[src/rtl/maint_pkg.sv]
// maint_pkg: state encoding and default sizes shared by the maintenance log reader and writer.
package maint_pkg;
  localparam int ADDR_W_DEF = 11;
  localparam int DATA_W_DEF = 8;
  typedef enum logic [2:0] {IDLE, FETCH, CAPTURE, PRESENT, FINISH} state_t;
endpackage

[src/rtl/maint_log_reader.sv]
// maint_log_reader: dumps log_count entries from an external 1-cycle-latency log memory
// to a valid/ready consumer, one entry per fetch/capture/present round.
module maint_log_reader
  import maint_pkg::*;
#(
  parameter int ADDR_W = ADDR_W_DEF,
  parameter int DATA_W = DATA_W_DEF
) (
  input  logic              clk,
  input  logic              reset,
  input  logic              start,
  input  logic              abort,
  input  logic [ADDR_W-1:0] log_count,
  output logic [ADDR_W-1:0] mem_addr,
  output logic              mem_en,
  input  logic [DATA_W-1:0] mem_rd_data,
  output logic [DATA_W-1:0] dump_data,
  output logic              dump_valid,
  input  logic              dump_ready,
  output logic              busy,
  output logic              done
);
  state_t            r_state;
  logic [ADDR_W-1:0] r_rd_ptr;
  logic [ADDR_W-1:0] r_cnt_q;
  logic [DATA_W-1:0] r_dump_data;
  logic              r_dump_valid;
  logic              r_mem_en;
  logic              r_done;
  logic              w_last;
  assign w_last     = r_rd_ptr == r_cnt_q - 1'b1;
  assign mem_addr   = r_rd_ptr;
  assign mem_en     = r_mem_en;
  assign dump_data  = r_dump_data;
  assign dump_valid = r_dump_valid;
  assign done       = r_done;
  assign busy       = r_state != IDLE;
  // mem_en and done are pulses: cleared every cycle unless the transition re-arms them
  always_ff @(posedge clk or negedge reset) begin
    if (!reset) begin
      r_state      <= IDLE;
      r_rd_ptr     <= '0;
      r_cnt_q      <= '0;
      r_dump_data  <= '0;
      r_dump_valid <= 1'b0;
      r_mem_en     <= 1'b0;
      r_done       <= 1'b0;
    end else begin
      r_mem_en <= 1'b0;
      r_done   <= 1'b0;
      if (abort && r_state != IDLE) begin
        r_state      <= IDLE;
        r_dump_valid <= 1'b0;
      end else begin
        case (r_state)
          IDLE: if (start) begin
            if (log_count != '0) begin
              r_cnt_q  <= log_count;
              r_rd_ptr <= '0;
              r_mem_en <= 1'b1;
              r_state  <= FETCH;
            end else r_done <= 1'b1;
          end
          FETCH: r_state <= CAPTURE;
          CAPTURE: begin
            r_dump_data  <= mem_rd_data;
            r_dump_valid <= 1'b1;
            r_state      <= PRESENT;
          end
          PRESENT: if (r_dump_valid && dump_ready) begin
            r_dump_valid <= 1'b0;
            if (w_last) begin
              r_done  <= 1'b1;
              r_state <= FINISH;
            end else begin
              r_rd_ptr <= r_rd_ptr + 1'b1;
              r_mem_en <= 1'b1;
              r_state  <= FETCH;
            end
          end
          FINISH: r_state <= IDLE;
          default: r_state <= IDLE;
        endcase
      end
    end
  end
endmodule

[config.mk]
export PLATFORM = sky130hd
export DESIGN_NAME = maint_log_reader
export DESIGN_NICKNAME = d
export VERILOG_FILES = /design/src/rtl/maint_pkg.sv /design/src/rtl/maint_log_reader.sv
export SDC_FILE = /design/constraint.sdc
export NUM_CORES = 1
export LEC_CHECK = 0
export ABC_AREA = 1
export BUFFER_PORTS_ARGS = -buffer_cell sky130_fd_sc_hd__buf_2
export CAP_MARGIN = 20
export CORE_MARGIN = 2
export CORE_UTILIZATION = 50
export CTS_BUF_LIST = sky130_fd_sc_hd__clkbuf_4 sky130_fd_sc_hd__clkbuf_8
export DETAILED_ROUTE_END_ITERATION = 8
export PLACE_DENSITY = 0.74
export SYNTH_ARGS = -nofsm -noshare
export SYNTH_HDL_FRONTEND = slang
export SYNTH_SLANG_ARGS = --single-unit
[constraint.sdc]
create_clock -name clk -period 2.2 [get_ports clk]
set_clock_uncertainty 0.1 [all_clocks]
set_input_delay 0.22 -clock clk [delete_from_list [all_inputs] [get_ports clk]]
set_output_delay 0.22 -clock clk [all_outputs]
set_load 0.02 [all_outputs]
== Word level (Yosys, flattened, before mapping) ==
Cells that the tools add are included.
Word-level totals
  register bits: 36
  bits in latches: 0
  bits in writable memories: 0
  memory bits (read-only): 0
  bits of input ports: 24
  output and inout port bits: 23
  logic and storage cells: 59
  memories kept: 0
Operators by class
  add/subtract/negate cells: 2
  multipliers: 0
  divide/modulo/power cells: 0
  order comparisons: 0
  equal/unequal tests: 11
  shift operators: 0
  muxes and demuxes: 26
  bitwise logic cells: 1
  reductions and logical operators: 12
Operators with widths (count)
  2-to-1 mux 11 bit: 4
  case mux 11 bit (2 select lines): 1
  2-to-1 mux 3 bit: 5
  2-to-1 mux 1 bit: 12
  case mux 3 bit (4 select lines): 1
  adder 11 x 1 -> 11 bit, second input constant: 1
  equality test 11 bit: 1
  nonzero test 11 bit: 1
  subtractor 11 x 1 -> 11 bit, second input constant: 1
  inequality test 3 bit, second input constant: 3
  inequality test 2 bit, second input constant: 4
  equality test 3 x 2 -> 1 bit, second input constant: 2
  case mux 1 bit (2 select lines): 3
  AND reduction 6 bit: 1
  nonzero test 3 bit: 2
  AND reduction 2 bit: 2
  AND reduction 4 bit: 1
  equality test 3 x 1 -> 1 bit, second input constant: 1
  logical NOT 3 bit: 1
  AND reduction 3 bit: 1
  logical AND 1 bit: 2
  nonzero test 2 bit: 1
  inverter 1 bit: 1

== Longest topological paths before layout ==
Gate-level depths: netlist of the first run.
  word-level depth: 6
  gate-level depth with buffers: 15
  gate-level depth less buffers: 15

== Least setup slack after synthesis of the first run ==
No wires, ideal clock.
  path kind: flip-flop to flip-flop
  start point: register r_cnt_q[0]
  end point: register r_rd_ptr[7] (netlist: mem_addr[7])
  arrival time: 1721 ps
  data required time: 1982 ps
  setup slack: 261 ps
  stages on the path, launching flop included: 13
  path through: dfrtp_1 inv_2 ha_1 nand2_2 nor2_2 nand3_1 nand3_1 nand3_1 nor2_4 nand3_4 buf_2 nand4_1 nand2_1
Between the ends
  word-level cells in the longest chain between the ends: 4
RTL lines
  from (decl): line maint_log_reader.sv:25  | logic [ADDR_W-1:0] r_cnt_q;
  from (signal assigned): line maint_log_reader.sv:58  | r_cnt_q <= log_count;
  subtractor 11 x 1 -> 11 bit: line maint_log_reader.sv:31  | assign w_last = r_rd_ptr == r_cnt_q - 1'b1;
  equality test 11 bit: line maint_log_reader.sv:31
  inequality test 2 bit (no source line)
  AND reduction 6 bit (no source line)
  to (signal assigned): line maint_log_reader.sv:76  | r_rd_ptr <= r_rd_ptr + 1'b1;
  to (decl): line maint_log_reader.sv:24  | logic [ADDR_W-1:0] r_rd_ptr;
No other way between the ends.
A chain may end at the register's enable or synchronous reset.

== Worst setup path in the final report of the first run ==
  start point: register r_cnt_q[0]
  end point: register r_rd_ptr[6] (netlist: mem_addr[6])
The elaborated chain is that of the path after synthesis.

==> impl_metrics.tcl, run 1 <==
set metrics [dict create \
    outcome "finished clean" \
    die_w_um 71.0 \
    hold_depth 2 \
    timing.rr.end "mem_addr[6]$_DFFE_PN0P_" \
    synth_top_area_share_pct 40.2 \
    grt_overflow 0 \
    grt_pass1_vias 2034 \
    synth.area.mux_share_pct 5.02 \
    synth_compound_area_share_pct 4.35 \
    post-route-min-period_ns 2.03 \
    path_class "flip-flop to flip-flop" \
    dp_slack_ns 0.0100 \
    maxCapViolations 0 \
    fin_nets 385 \
    wl_mm 5.17 \
    cp_max_fo 7 \
    worstHoldEndpoint "dump_data[3]$_DFFE_PN0P_" \
    drive_gt1_share_pct 27.8 \
    synth_cells 305 \
    die_area_mm2 0.00504 \
    p_leak_nw 1.38 \
    first_pass_iters 4 \
    post-dp-hpwl_mm 3.68 \
    holdCritStartpoint "mem_rd_data[3]" \
    syn_area_mm2 0.00224 \
    gp_congestion 0.872 \
    clock_latency_ns 0.29 \
    place_area_mm2 0.00253 \
    wl_per_cell_um 12.6 \
    rows 24 \
    yosys_most_used_dff "dfrtp_1" \
    startpoint_type "flip-flop" \
    path_cells "inv_2 -> ha_4 -> nand2_2 -> nor2_4 -> nand3_1 -> nand3_2 -> nand3_1 -> nor2_4 -> nand3_4 -> nand3_4 -> nand2_1 -> nand2_1" \
    yosysWarnings 0 \
    period_share_pct 92.3 \
    clockRootBuffer "clkbuf_8" \
    cpPeakStageDelay_ns 0.39 \
    clock_sinks 36 \
    synth_nets 331 \
    antenna_found_initial 0 \
    area_delta_synth_final_pct 21.5 \
    grt_pass1_wl_mm 8.60 \
    yosysSeqAreaShare_pct 40.2 \
    cts.htree.levels 2 \
    finalSetupViolCount 0 \
    cts.clk_slew.worst_paths_ns 0.08 \
    cts_tree "done" \
    yosysTopAreaCell "dfrtp_1" \
    tightest_slew_ns 0.782 \
    reg2reg_setup_slack_ns 0.17 \
    synth_xor_xnor_area_share_pct 2.73 \
    critical_path.slowest_cell "dfrtp_1" \
    boundaryPins 47 \
    synth_common_cells "nand2_1, dfrtp_1, nor2_1" \
    min_path_type "primary input to flip-flop" \
    synthAdderAreaFrac_pct 1.12 \
    synth_area_leaders "dfrtp_1, nand2_1, nor2_1" \
    coreArea_mm2 0.00432 \
    critical-path-top-delay-family "simple AND/OR/NAND/NOR gates" \
    max_freq_ghz 0.493 \
    ys_async_sr_fraction_pct 100 \
    cp.arrival_ns 2.16 \
    vias 2162 \
    rr_worst_depth 12 \
    post_drt_via_cell_ratio 5.25 \
    power_density_mw_per_mm2 1240 \
    synth-simple-area-share_pct 38.4 \
    drc 0 \
    diodes 0 \
    final-max-slew-violation-count 0 \
    ys_types 30 \
    finalSetupTns_ns 0 \
    synth_edf_count 0 \
    gr-usage-all-layers_pct 21.1 \
    ant_nets 0 \
    r2r-start "r_cnt_q[0]$_DFFE_PN0P_" \
    yosysMostFrequentCell "nand2_1" \
    numCtsBuffers 5 \
    cts_max_path_buffers 2 \
    hold_viol_final 0 \
    postLayoutCellArea_mm2 0.00273 \
    cp-end-kind "flip-flop" \
    synth_top_family_by_area "simple AND/OR/NAND/NOR gates" \
    slew-limit-headroom_pct 47.9 \
    drt-initial-drc-count 121 \
    place.port_buffers 46 \
    crit_buf_inv 1 \
    die_y_um 71.0 \
    setup_ws_ns 0.170 \
    yosys_register_bits 36 \
    synth.avg_cell_area_um2 7.35 \
    ir_drop_uv 855 \
    initial_core_util_pct 51.9 \
    grt_max_degree 37 \
    cp.required_ns 2.33 \
]
## power by group
| group | switching [W] | internal (W) | leakage (nW) |
|---|---|---|---|
| Combinational | 0.00109 | 0.000611 | 0.870 |
| Sequential | 0.000211 | 0.000878 | 0.460 |
| Clock | 0.000243 | 0.000335 | 0.0541 |
## cells in the final DEF (no fill, tap or decap), types with 4 or more instances in the layout
cell,Yosys,final
buf_2,2,46
nand4_1,16,16
buf_4,0,5
nand3_1,19,18
inv_2,8,9
nor3b_1,4,4
o21ai_0,11,11
xor2_1,5,5
dfrtp_1,36,36
nor2_4,3,4
a21oi_1,4,4
mux2_2,10,10
nor2_1,33,30
nand2_1,91,91
nor2_2,4,6
clkbuf_8,0,5
inv_1,31,30
nor3_1,4,4
## per-stage QoR
stage	total power [W]	std cells	hold slack, ns	utilization, %
finish	0.00337	412	0.0538	63.0
floorplan	0.00228	305	-0.176	-
global route	0.00365	412	0.0516	63.0
detailed placement	0.00264	400	0.250	58.5
CTS	0.00325	409	0.0482	61.5
global placement	0.00260	400	0.247	58.5
## registers in the layout, summed over array words and instances, names as in the netlist
register and cells:
done 1, dump_data 8, dump_valid 1, mem_addr 11, mem_en 1, r_cnt_q 11, r_state 3
## metal layers
layer	GRT usage [%]	part of all wire, %	vias up
met3	4.70	5.8	9
li1	-	-	1089
met2	38.2	49	65
met4	6.50	1.5	0
met5	0	0	-
met1	24.8	44	999
## how the worst max path moves through the flow
stage / start / to / slack (ns) / depth (start not counted)
2_1_floorplan: r_cnt_q[0]$_DFFE_PN0P_ / mem_addr[7]$_DFFE_PN0P_ / 0.26 / 12
3_3_place_gp: r_cnt_q[0]$_DFFE_PN0P_ / mem_addr[4]$_DFFE_PN0P_ / 0.08 / 12
3_5_place_dp: r_cnt_q[0]$_DFFE_PN0P_ / mem_addr[2]$_DFFE_PN0P_ / 0.01 / 12
4_1_cts: r_cnt_q[0]$_DFFE_PN0P_ / mem_addr[2]$_DFFE_PN0P_ / 0.05 / 12
5_1_grt: r_cnt_q[0]$_DFFE_PN0P_ / mem_addr[6]$_DFFE_PN0P_ / -0.005 / 12
6_report: r_cnt_q[0]$_DFFE_PN0P_ / mem_addr[6]$_DFFE_PN0P_ / 0.17 / 12
## final cells by class
class / count / area [um2]
fill: 415 / 1600
multi-input combinational: 225 / 1220
sequential: 36 / 901
timing repair buffer: 52 / 278
inverter: 39 / 146
clock buffer: 5 / 68.8
tap: 52 / 65.1
clock inverter: 3 / 42.5
## cells by family after synthesis
kind of cell | Yosys count
mux | 10
compound gates | 19
xor+xnor | 7
simple gates | 185
flops | 36
buf+inv | 46
fa+ha+maj | 2
## what timing repair did
item / 4_1_cts / 5_1_grt
hold endpoints to repair: 36 / 0
pin swaps: 0 / 5
cloned: 0 / 2
setup endpoints to repair: 11 / 14
hold buffers: 1 / 0
resized for setup: 1 / 9
setup buffers: 0 / 1
Power figures use the tool's default switching activity.
==> inputs of run 2 (changes only) <==
--- a/config.mk
+++ b/config.mk
@@ -6,13 +6,13 @@
 export NUM_CORES = 1
 export LEC_CHECK = 0
 export ABC_AREA = 1
-export BUFFER_PORTS_ARGS = -buffer_cell sky130_fd_sc_hd__buf_2
 export CAP_MARGIN = 20
 export CORE_MARGIN = 2
 export CORE_UTILIZATION = 50
 export CTS_BUF_LIST = sky130_fd_sc_hd__clkbuf_4 sky130_fd_sc_hd__clkbuf_8
+export CTS_CLUSTER_DIAMETER = 80
 export DETAILED_ROUTE_END_ITERATION = 8
-export PLACE_DENSITY = 0.74
+export DONT_BUFFER_PORTS = 1
 export SYNTH_ARGS = -nofsm -noshare
 export SYNTH_HDL_FRONTEND = slang
 export SYNTH_SLANG_ARGS = --single-unit
==> run 2 against run 1 <==
Effect of this change:
- core utilization is 0.43 points lower
- combinational power decreased by 15%
- critical path type unchanged
- largest cell class unchanged
- die area unchanged
- final area shrank 0.69%
- sequential share of layout area is 0.28 points higher
==> impl_metrics.tcl, run 2 (synthesis gave the netlist of run 1 again) <==
set metrics [dict create \
    die_area_mm2 0.00504 \
    postLayoutCellArea_mm2 0.00271 \
    post_drt_via_cell_ratio 5.16 \
    worstHoldEndpoint "r_cnt_q[6]$_DFFE_PN0P_" \
    grt_max_degree 37 \
    rsz0062_at_grt "no" \
    fin_nets 362 \
    ir_drop_uv 676 \
    startpoint_type "flip-flop" \
    boundaryPins 47 \
    finalSetupTns_ns 0 \
    min_path_type "primary input to flip-flop" \
    grt_pass1_wl_mm 8.74 \
    power_density_mw_per_mm2 1200 \
    period_share_pct 91.1 \
    clockRootBuffer "clkbuf_8" \
    finalSetupViolCount 0 \
    rr_worst_depth 12 \
    place.port_buffers 0 \
    cts.htree.levels 2 \
    drive_gt1_share_pct 16.6 \
    critical_path.slowest_cell "dfrtp_1" \
    max_freq_ghz 0.499 \
    cpPeakStageDelay_ns 0.41 \
    antenna_found_initial 0 \
    path_class "flip-flop to flip-flop" \
    clock_sinks 36 \
    cp.arrival_ns 2.09 \
    vias 2006 \
    crit_top_cell "nand3_1" \
    grt_pass1_vias 1897 \
    cts.clk_slew.worst_paths_ns 0.08 \
    final_cell_mix "nand2_1, dfrtp_1, nor2_1" \
    final-max-slew-violation-count 0 \
    gp_congestion 0.861 \
    initial_core_util_pct 51.9 \
    post-route-min-period_ns 2.00 \
    die_y_um 71.0 \
    reg2reg_setup_slack_ns 0.20 \
    maxCapViolations 0 \
    wl_mm 5.10 \
    r2r-start "r_cnt_q[0]$_DFFE_PN0P_" \
    clock_latency_ns 0.29 \
    slew-limit-headroom_pct 73.2 \
    diodes 0 \
    path_cells "inv_2 -> ha_4 -> nand2_2 -> nor2_2 -> nand3_1 -> nand3_1 -> nand3_1 -> nor2_4 -> nand3_4 -> buf_12 -> nand4_1 -> nand2_1" \
    cp-end-kind "flip-flop" \
    cts_tree "done" \
    die_w_um 71.0 \
    hold_depth 2 \
    holdCritStartpoint "log_count[6]" \
    tightest_slew_ns 0.402 \
    outcome "finished clean" \
    coreArea_mm2 0.00432 \
    drc 0 \
    place_area_mm2 0.00237 \
    timing.rr.end "mem_addr[5]$_DFFE_PN0P_" \
    hold_viol_final 0 \
    final_common_cell "nand2_1" \
    cp_max_fo 11 \
    grt_overflow 0 \
    first_pass_iters 4 \
    gr-usage-all-layers_pct 21.7 \
    rows 24 \
    area_delta_synth_final_pct 20.7 \
    cp.required_ns 2.28 \
    drt-initial-drc-count 95 \
    cts_max_path_buffers 2 \
    numCtsBuffers 5 \
    post-dp-hpwl_mm 3.65 \
    ant_nets 0 \
    wl_per_cell_um 13.1 \
    p_leak_nw 1.30 \
]
## run 2: cell count changes in the layout (fill, tap and decap cells not counted), moves of 2 or more
cell,before,now
buf_2,46,0
buf_12,0,2
nand3_2,3,1
buf_4,5,11
nor2_1,30,33
dlygate4sd3_1,1,18
nor2_2,6,4
## run 2: per-layer routing
metal	up-vias	part of all wire [%]	track usage [%]
met4	0	1.0	6.08
li1	1033	-	-
met1	916	47	29.5
met3	5	4.9	5.41
met5	-	0	0
met2	52	47	34.6
## run 2: worst max-delay path: cells and delay by family (launching register included)
kind          cells  cell delay [ns]
flops             1             0.41
simple gates      9             0.94
fa+ha+maj         1             0.18
buf+inv           2             0.28
## run 2: layout make-up
| type | count | area (um2) |
|---|---|---|
| Clock inverter | 3 | 42.5 |
| Fill cell | 408 | 1620 |
| Multi-Input combinational cell | 223 | 1180 |
| Tap cell | 52 | 65.1 |
| Clock buffer | 5 | 68.8 |
| Sequential cell | 36 | 902 |
| Timing Repair Buffer | 31 | 303 |
| Inverter | 39 | 146 |
## run 2: worst max-delay path by stage
stage	startpoint	endpoint	slack, ns	depth (start not counted)
after floorplan	r_cnt_q[0]$_DFFE_PN0P_	mem_addr[7]$_DFFE_PN0P_	0.26	12
after CTS	r_cnt_q[0]$_DFFE_PN0P_	mem_addr[5]$_DFFE_PN0P_	0.005	11
after global placement	r_cnt_q[0]$_DFFE_PN0P_	mem_addr[8]$_DFFE_PN0P_	0.10	11
after detailed placement	r_cnt_q[0]$_DFFE_PN0P_	mem_addr[5]$_DFFE_PN0P_	0.03	11
after global routing	mem_addr[1]$_DFFE_PN0P_	mem_addr[10]$_DFFE_PN0P_	0.01	10
final	r_cnt_q[0]$_DFFE_PN0P_	mem_addr[5]$_DFFE_PN0P_	0.20	12
## run 2: per-stage QoR
stage	worst slack (ns)	utilization, %	hold WS [ns]	instances	total power (W)
after floorplan	0.261	-	-0.176	305	0.00228
after global placement	0.102	54.7	-0.175	361	0.00256
after detailed placement	0.0285	54.7	-0.175	361	0.00256
after CTS	0.00470	61.9	0.000498	388	0.00319
after global routing	0.0141	62.6	0.0142	389	0.00352
final	0.197	62.6	0.000913	389	0.00324
## run 2: timing repair
item / 4_1_cts / 5_1_grt
gates resized for setup: 0 / 4
hold buffers: 19 / 0
hold endpoints to repair: 53 / 0
setup endpoints to repair: 0 / 13
buffers inserted: 0 / 1
## run 2: power breakdown
part / internal [W] / leakage [nW] / total (W) / switching, W
registers: 0.000880 / 0.458 / 0.00122 / 0.000336
clock network: 0.000335 / 0.0541 / 0.000580 / 0.000245
logic: 0.000553 / 0.785 / 0.00144 / 0.000891
total: 0.00177 / 1.30 / 0.00324 / 0.00147
